`src/rtl/pipe_generator.sv`:
```
// Scrolling obstacle pipe with random gap height, pass-the-bird scoring
// and the game-level IDLE/RUN/OVER control that freezes play on collision.
module pipe_generator #(
    parameter int          WIDTH      = 10,
    parameter int          HEIGHT     = 10,
    parameter int          SCREEN_W   = 640,
    parameter int          SCREEN_H   = 480,
    parameter int          PIPE_WIDTH = 40,
    parameter int          GAP_HEIGHT = 120,
    parameter int          GAP_MARGIN = 40,
    parameter int          SPEED      = 2,
    parameter int          BIRD_X     = 100,
    parameter int          SCORE_W    = 8,
    parameter logic [15:0] LFSR_SEED  = 16'hACE1
) (
    input  logic               clk,
    input  logic               reset,
    input  logic               tick,
    input  logic               start,
    input  logic               collision_in,
    output logic [WIDTH-1:0]   pipe_x,
    output logic [HEIGHT-1:0]  pipe_y,
    output logic               pipe_valid,
    output logic [SCORE_W-1:0] score,
    output logic               game_over
);

    localparam logic [WIDTH-1:0]  START_X   = WIDTH'(SCREEN_W);
    localparam logic [HEIGHT-1:0] START_Y   = HEIGHT'((SCREEN_H - GAP_HEIGHT) / 2);
    localparam logic [HEIGHT-1:0] MARGIN_Y  = HEIGHT'(GAP_MARGIN);
    localparam logic [WIDTH-1:0]  SPEED_X   = WIDTH'(SPEED);
    localparam logic [WIDTH:0]    PIPE_W_X  = (WIDTH+1)'(PIPE_WIDTH);
    localparam logic [WIDTH:0]    BIRD_X_X  = (WIDTH+1)'(BIRD_X);
    localparam logic [15:0]       LFSR_TAPS = 16'hB400;

    typedef enum logic [1:0] {
        IDLE,
        RUN,
        OVER
    } state_t;

    state_t             state;
    state_t             next_state;
    logic [15:0]        lfsr;
    logic               scored;
    logic               respawn;
    logic               move_en;
    logic               load_en;
    logic               passed_bird;
    logic [WIDTH-1:0]   new_x;
    logic [WIDTH:0]     pipe_right;

    always_ff @(posedge clk) begin
        if (reset) begin
            state <= IDLE;
        end else begin
            state <= next_state;
        end
    end

    // Collision has priority in RUN, so a same-cycle start cannot restart the game.
    always_comb begin
        next_state = state;
        case (state)
            IDLE: if (start)        next_state = RUN;
            RUN:  if (collision_in) next_state = OVER;
            OVER: if (start)        next_state = RUN;
            default:                next_state = IDLE;
        endcase
    end

    always_comb begin
        pipe_valid = 1'b0;
        game_over  = 1'b0;
        case (state)
            RUN:  pipe_valid = 1'b1;
            OVER: begin
                pipe_valid = 1'b1;
                game_over  = 1'b1;
            end
            default: ;
        endcase
    end

    // The right-edge sum needs one extra bit so it never wraps below BIRD_X.
    always_comb begin
        respawn     = (pipe_x < SPEED_X);
        new_x       = respawn ? START_X : (pipe_x - SPEED_X);
        pipe_right  = {1'b0, new_x} + PIPE_W_X;
        passed_bird = (pipe_right < BIRD_X_X);
        move_en     = (state == RUN) && tick && !collision_in;
        load_en     = (state == IDLE) || ((state == OVER) && start);
    end

    always_ff @(posedge clk) begin
        if (reset) begin
            lfsr <= LFSR_SEED;
        end else begin
            lfsr <= {1'b0, lfsr[15:1]} ^ (lfsr[0] ? LFSR_TAPS : 16'h0000);
        end
    end

    always_ff @(posedge clk) begin
        if (reset) begin
            pipe_x <= START_X;
            pipe_y <= START_Y;
            score  <= '0;
            scored <= 1'b0;
        end else if (load_en) begin
            pipe_x <= START_X;
            pipe_y <= START_Y;
            score  <= '0;
            scored <= 1'b0;
        end else if (move_en) begin
            pipe_x <= new_x;
            if (respawn) begin
                pipe_y <= MARGIN_Y + HEIGHT'(lfsr[7:0]);
            end
            if ((!scored || respawn) && passed_bird) begin
                scored <= 1'b1;
                if (score != {SCORE_W{1'b1}}) begin
                    score <= score + 1'b1;
                end
            end else if (respawn) begin
                scored <= 1'b0;
            end
        end
    end

endmodule

```
`config.mk`:
```
export PLATFORM = sky130hd
export DESIGN_NAME = pipe_generator
export DESIGN_NICKNAME = d
export VERILOG_FILES = /design/src/rtl/pipe_generator.sv
export SDC_FILE = /design/constraint.sdc
export NUM_CORES = 1
export LEC_CHECK = 0
export ABC_AREA = 1
export ABC_CLOCK_PERIOD_IN_PS = 2500
export CAP_MARGIN = 20
export CORE_MARGIN = 5
export CORE_UTILIZATION = 40
export DETAILED_ROUTE_END_ITERATION = 12
export GPL_ROUTABILITY_DRIVEN = 0
export HOLD_SLACK_MARGIN = 0.05
export PLACE_DENSITY = 0.66
export REMOVE_ABC_BUFFERS = 1
export SLEW_MARGIN = 20
export SYNTH_ARGS = -nofsm -noshare
export SYNTH_HDL_FRONTEND = slang
export SYNTH_SLANG_ARGS = --single-unit
```
`constraint.sdc`:
```
create_clock -name clk -period 2.5 [get_ports clk]
set_input_delay 0.375 -clock clk [delete_from_list [all_inputs] [get_ports clk]]
set_output_delay 0.375 -clock clk [all_outputs]
set_load 0.05 [all_outputs]
```
==> metrics <==
run status=complete, no violations; Comb power frac=29.0%; Final TNS setup=0 ns; io pins=35; top post-synthesis cells by count=dfxtp_1, nand2_1, inv_1; Setup Crit Path Kind=flop to output port; IO buf count=32; clk root buf=clkbuf_8; Critical-path top delay cell=clkdlybuf4s50_1; normalized max-slew margin=66.3%; largest net degree at the start of global routing=16; CTS Sinks=45; drt via density=4.63; crit-path max cell delay=0.80 ns; Nets=310; DR vias=between 1500 and 2000; clock insertion delay at the later pin of the skew report=0.30 ns; setup violators final=0; Worst R2R Setup Slack=0.69 ns; GR Util met2=23.9%; worst r2r path cells=9; top cell type's share of synthesized area=43.9%; met3 global-route usage=4.39%; RSZ-0062 raised after global routing=false; min-delay src=lfsr[10]; Syn Inst Count=about 260; drt total wl=4.31 mm; Synth Warn #=0; Worst Tran Pin Value=0.505 ns; Die Y=around 82 µm; antenna cells=0; FFs w/ async S/R, synth=0%; Compound-Gate Fraction of Synth Area=11.2%; Rows=26; Data arrival, critical path=1.78 ns; clock network fraction of design power=around 30%; Num CTS Buffers=5; First-pass DRT Iterations=4; Die ar.=6660 µm²; sw frac=34.6%; dpl cell area=around 2500 µm²; initial antenna violation count=0; final-report max-slew violation count=0; post_cts resized=0; CTS tree=yes; synth unique cells=29; Seq pwr share=41.8%; crit-path cells=inv_1 > ha_1 > clkdlybuf4s50_1; GRT Overall Usage=14.1%; Clock Skew=approximately 0.0071 ns; min-delay worst type=flop to flop; element type at the critical path start=flop; mux share of post-synthesis cell area=0%; CP required=about 2.1 ns; antenna-violating nets left=0; worst r2r dst=score[0]; fmax=0.465 GHz; mapped cell area=around 2100 µm²; Worst-path clk slew=0.08 ns; Syn-to-layout area delta=25.2%; DRC violations left=0; adder-cell share of the synthesized area=3.66%; H-tree depth=2; CP max FO=3; CTS max path bufs=2; largest family of logic cells by synthesized area=simple AND/OR/NAND/NOR gates; ratio of final minimum period to clock period=86.1%; Primary FF master, synth=dfxtp_1; Post-Synth Simple-Gate Area=28.8%; area leader, netlist=dfxtp_1; maximum VDD drop=between 0.6 and 0.7 mV; vias in the first global route=1612; global route overflow=0; GRT busiest layer=met2; DR iter-0 viols=a little over 90; sequential-to-total area share from yosys stat=43.9%; average cell area after synthesis=between 7 and 8 µm²; internal power=1.23 mW; Pleak=approximately 1.2 nW; final hold vios=0; # Post-CTS Setup Buffers=0; GR Util met1=17.2%; Worst setup EP type=output port; hold-fix buffers at CTS=0; XOR/XNOR Fraction of Synth Area=under 10%; Initial Utilization=40.7%; synth top area cells=dfxtp_1, nand2_1, inv_1; Hold Path End=lfsr[9]; Routed WL per cell=11.7 µm; max-cap check violation count=0; DPL Wire Length=3.28 mm; final instance area=approximately 2600 µm²; Die X=between 80 and 90 µm; fill cell count=485; min Tclk post-route=2.15 ns; Pwr Density=around 730 nW/µm²; Worst R2R Start=pipe_x[1]; Post-synth EDFFs=0; first-pass GRT wire length=7.28 mm; layout cells sized above 1=a little under an eighth; core area=5040 µm²; top-count cell post-synth=dfxtp_1; Net Sw Power=around 0.65 mW; WHS Path Cells=2; #FFs+latches synth=45
-- state kept, by name, indices dropped and copies added (netlist names) --
name	cells
lfsr	16
pipe_x	9
pipe_y	9
score	8
state	2
scored	1
-- power by group through the flow --
stage / sequential [mW] / clock [mW] / combinational [mW]
after floorplan: 0.824 / 0 / 0.379
final: 0.783 / 0.549 / 0.544
after CTS: 0.783 / 0.567 / 0.549
after global placement: 0.799 / 0 / 0.543
after global routing: 0.790 / 0.595 / 0.595
after detailed placement: 0.800 / 0 / 0.544
-- area by class of cell --
| type | count | area [µm²] | area share (%) |
|---|---|---|---|
| Inverter | 34 | 128 | 4.97 |
| Clock buffer | 6 | 72.6 | 2.83 |
| Sequential cell | 45 | 901 | 35.1 |
| Clock inverter | 2 | 38.8 | 1.51 |
| Multi-Input combinational cell | 177 | 991 | 38.6 |
| Tap cell | 70 | 87.6 | 3.41 |
| Timing Repair Buffer | 36 | 350 | 13.6 |
-- how the worst max path moves through the flow --
stage / endpoint / slack (ns) / cells past startpoint / start
2_1_floorplan: score[6] / 0.53 / 10 / pipe_x[1]
6_report: pipe_valid / 0.35 / 3 / state[1]
5_1_grt: pipe_valid / 0.27 / 3 / state[1]
3_3_place_gp: score[0] / 0.60 / 11 / collision_in
3_5_place_dp: score[0] / 0.56 / 11 / collision_in
4_1_cts: pipe_valid / 0.33 / 3 / state[1]
-- critical path, delay by kind of cell, from the launching register on --
| family | cells | cell delay (ns) |
|---|---|---|
| fa+ha+maj | 1 | 0.27 |
| buf+inv | 2 | 0.87 |
| flops | 1 | 0.34 |
-- routing by layer --
metal | wire length, µm | part of all wire (%)
met1 | 1870 | 43
met2 | 2230 | 52
met3 | 198 | 4.6
met4 | 14 | 0.32
met5 | 0 | 0
-- logic make-up (layout without fill, tap and decap cells) --
| family | after synthesis | count (layout) |
|---|---|---|
| other | 1 | 2 |
| buffers and inverters | 41 | 78 |
| xor gates and xnor gates | 10 | 10 |
| adders and majority gates | 6 | 6 |
| and+or+nand+nor | 115 | 115 |
| AOI/OAI and AO/OA | 44 | 44 |
| DFF | 45 | 45 |
-- cell usage in the layout, fill, tap and decap left out, drive strengths merged, types with 3 or more instances in the layout --
| master | synthesis | final |
|---|---|---|
| ha | 6 | 6 |
| nor3 | 3 | 3 |
| o21ai | 18 | 18 |
| clkdlybuf4s50 | 0 | 32 |
| nand3 | 17 | 17 |
| xor2 | 8 | 8 |
| clkbuf | 3 | 6 |
| nor2 | 34 | 34 |
| a211oi | 3 | 3 |
| or2 | 3 | 3 |
| a21oi | 22 | 22 |
| buf | 4 | 4 |
| dfxtp | 45 | 45 |
| inv | 34 | 34 |
| nand4 | 9 | 9 |
| nand2 | 49 | 49 |
-- through the flow --
stage	cells	util [%]	setup slack [ns]	hold WS [ns]	power [mW]
2_1_floorplan	256	-	0.526	0.388	1.20
3_3_place_gp	362	48.7	0.603	0.396	1.34
3_5_place_dp	362	48.7	0.556	0.398	1.34
4_1_cts	370	50.9	0.329	0.417	1.90
5_1_grt	370	50.9	0.272	0.435	1.98
6_report	370	50.9	0.348	0.412	1.88
No activity file was read; power rests on OpenSTA's default activity.
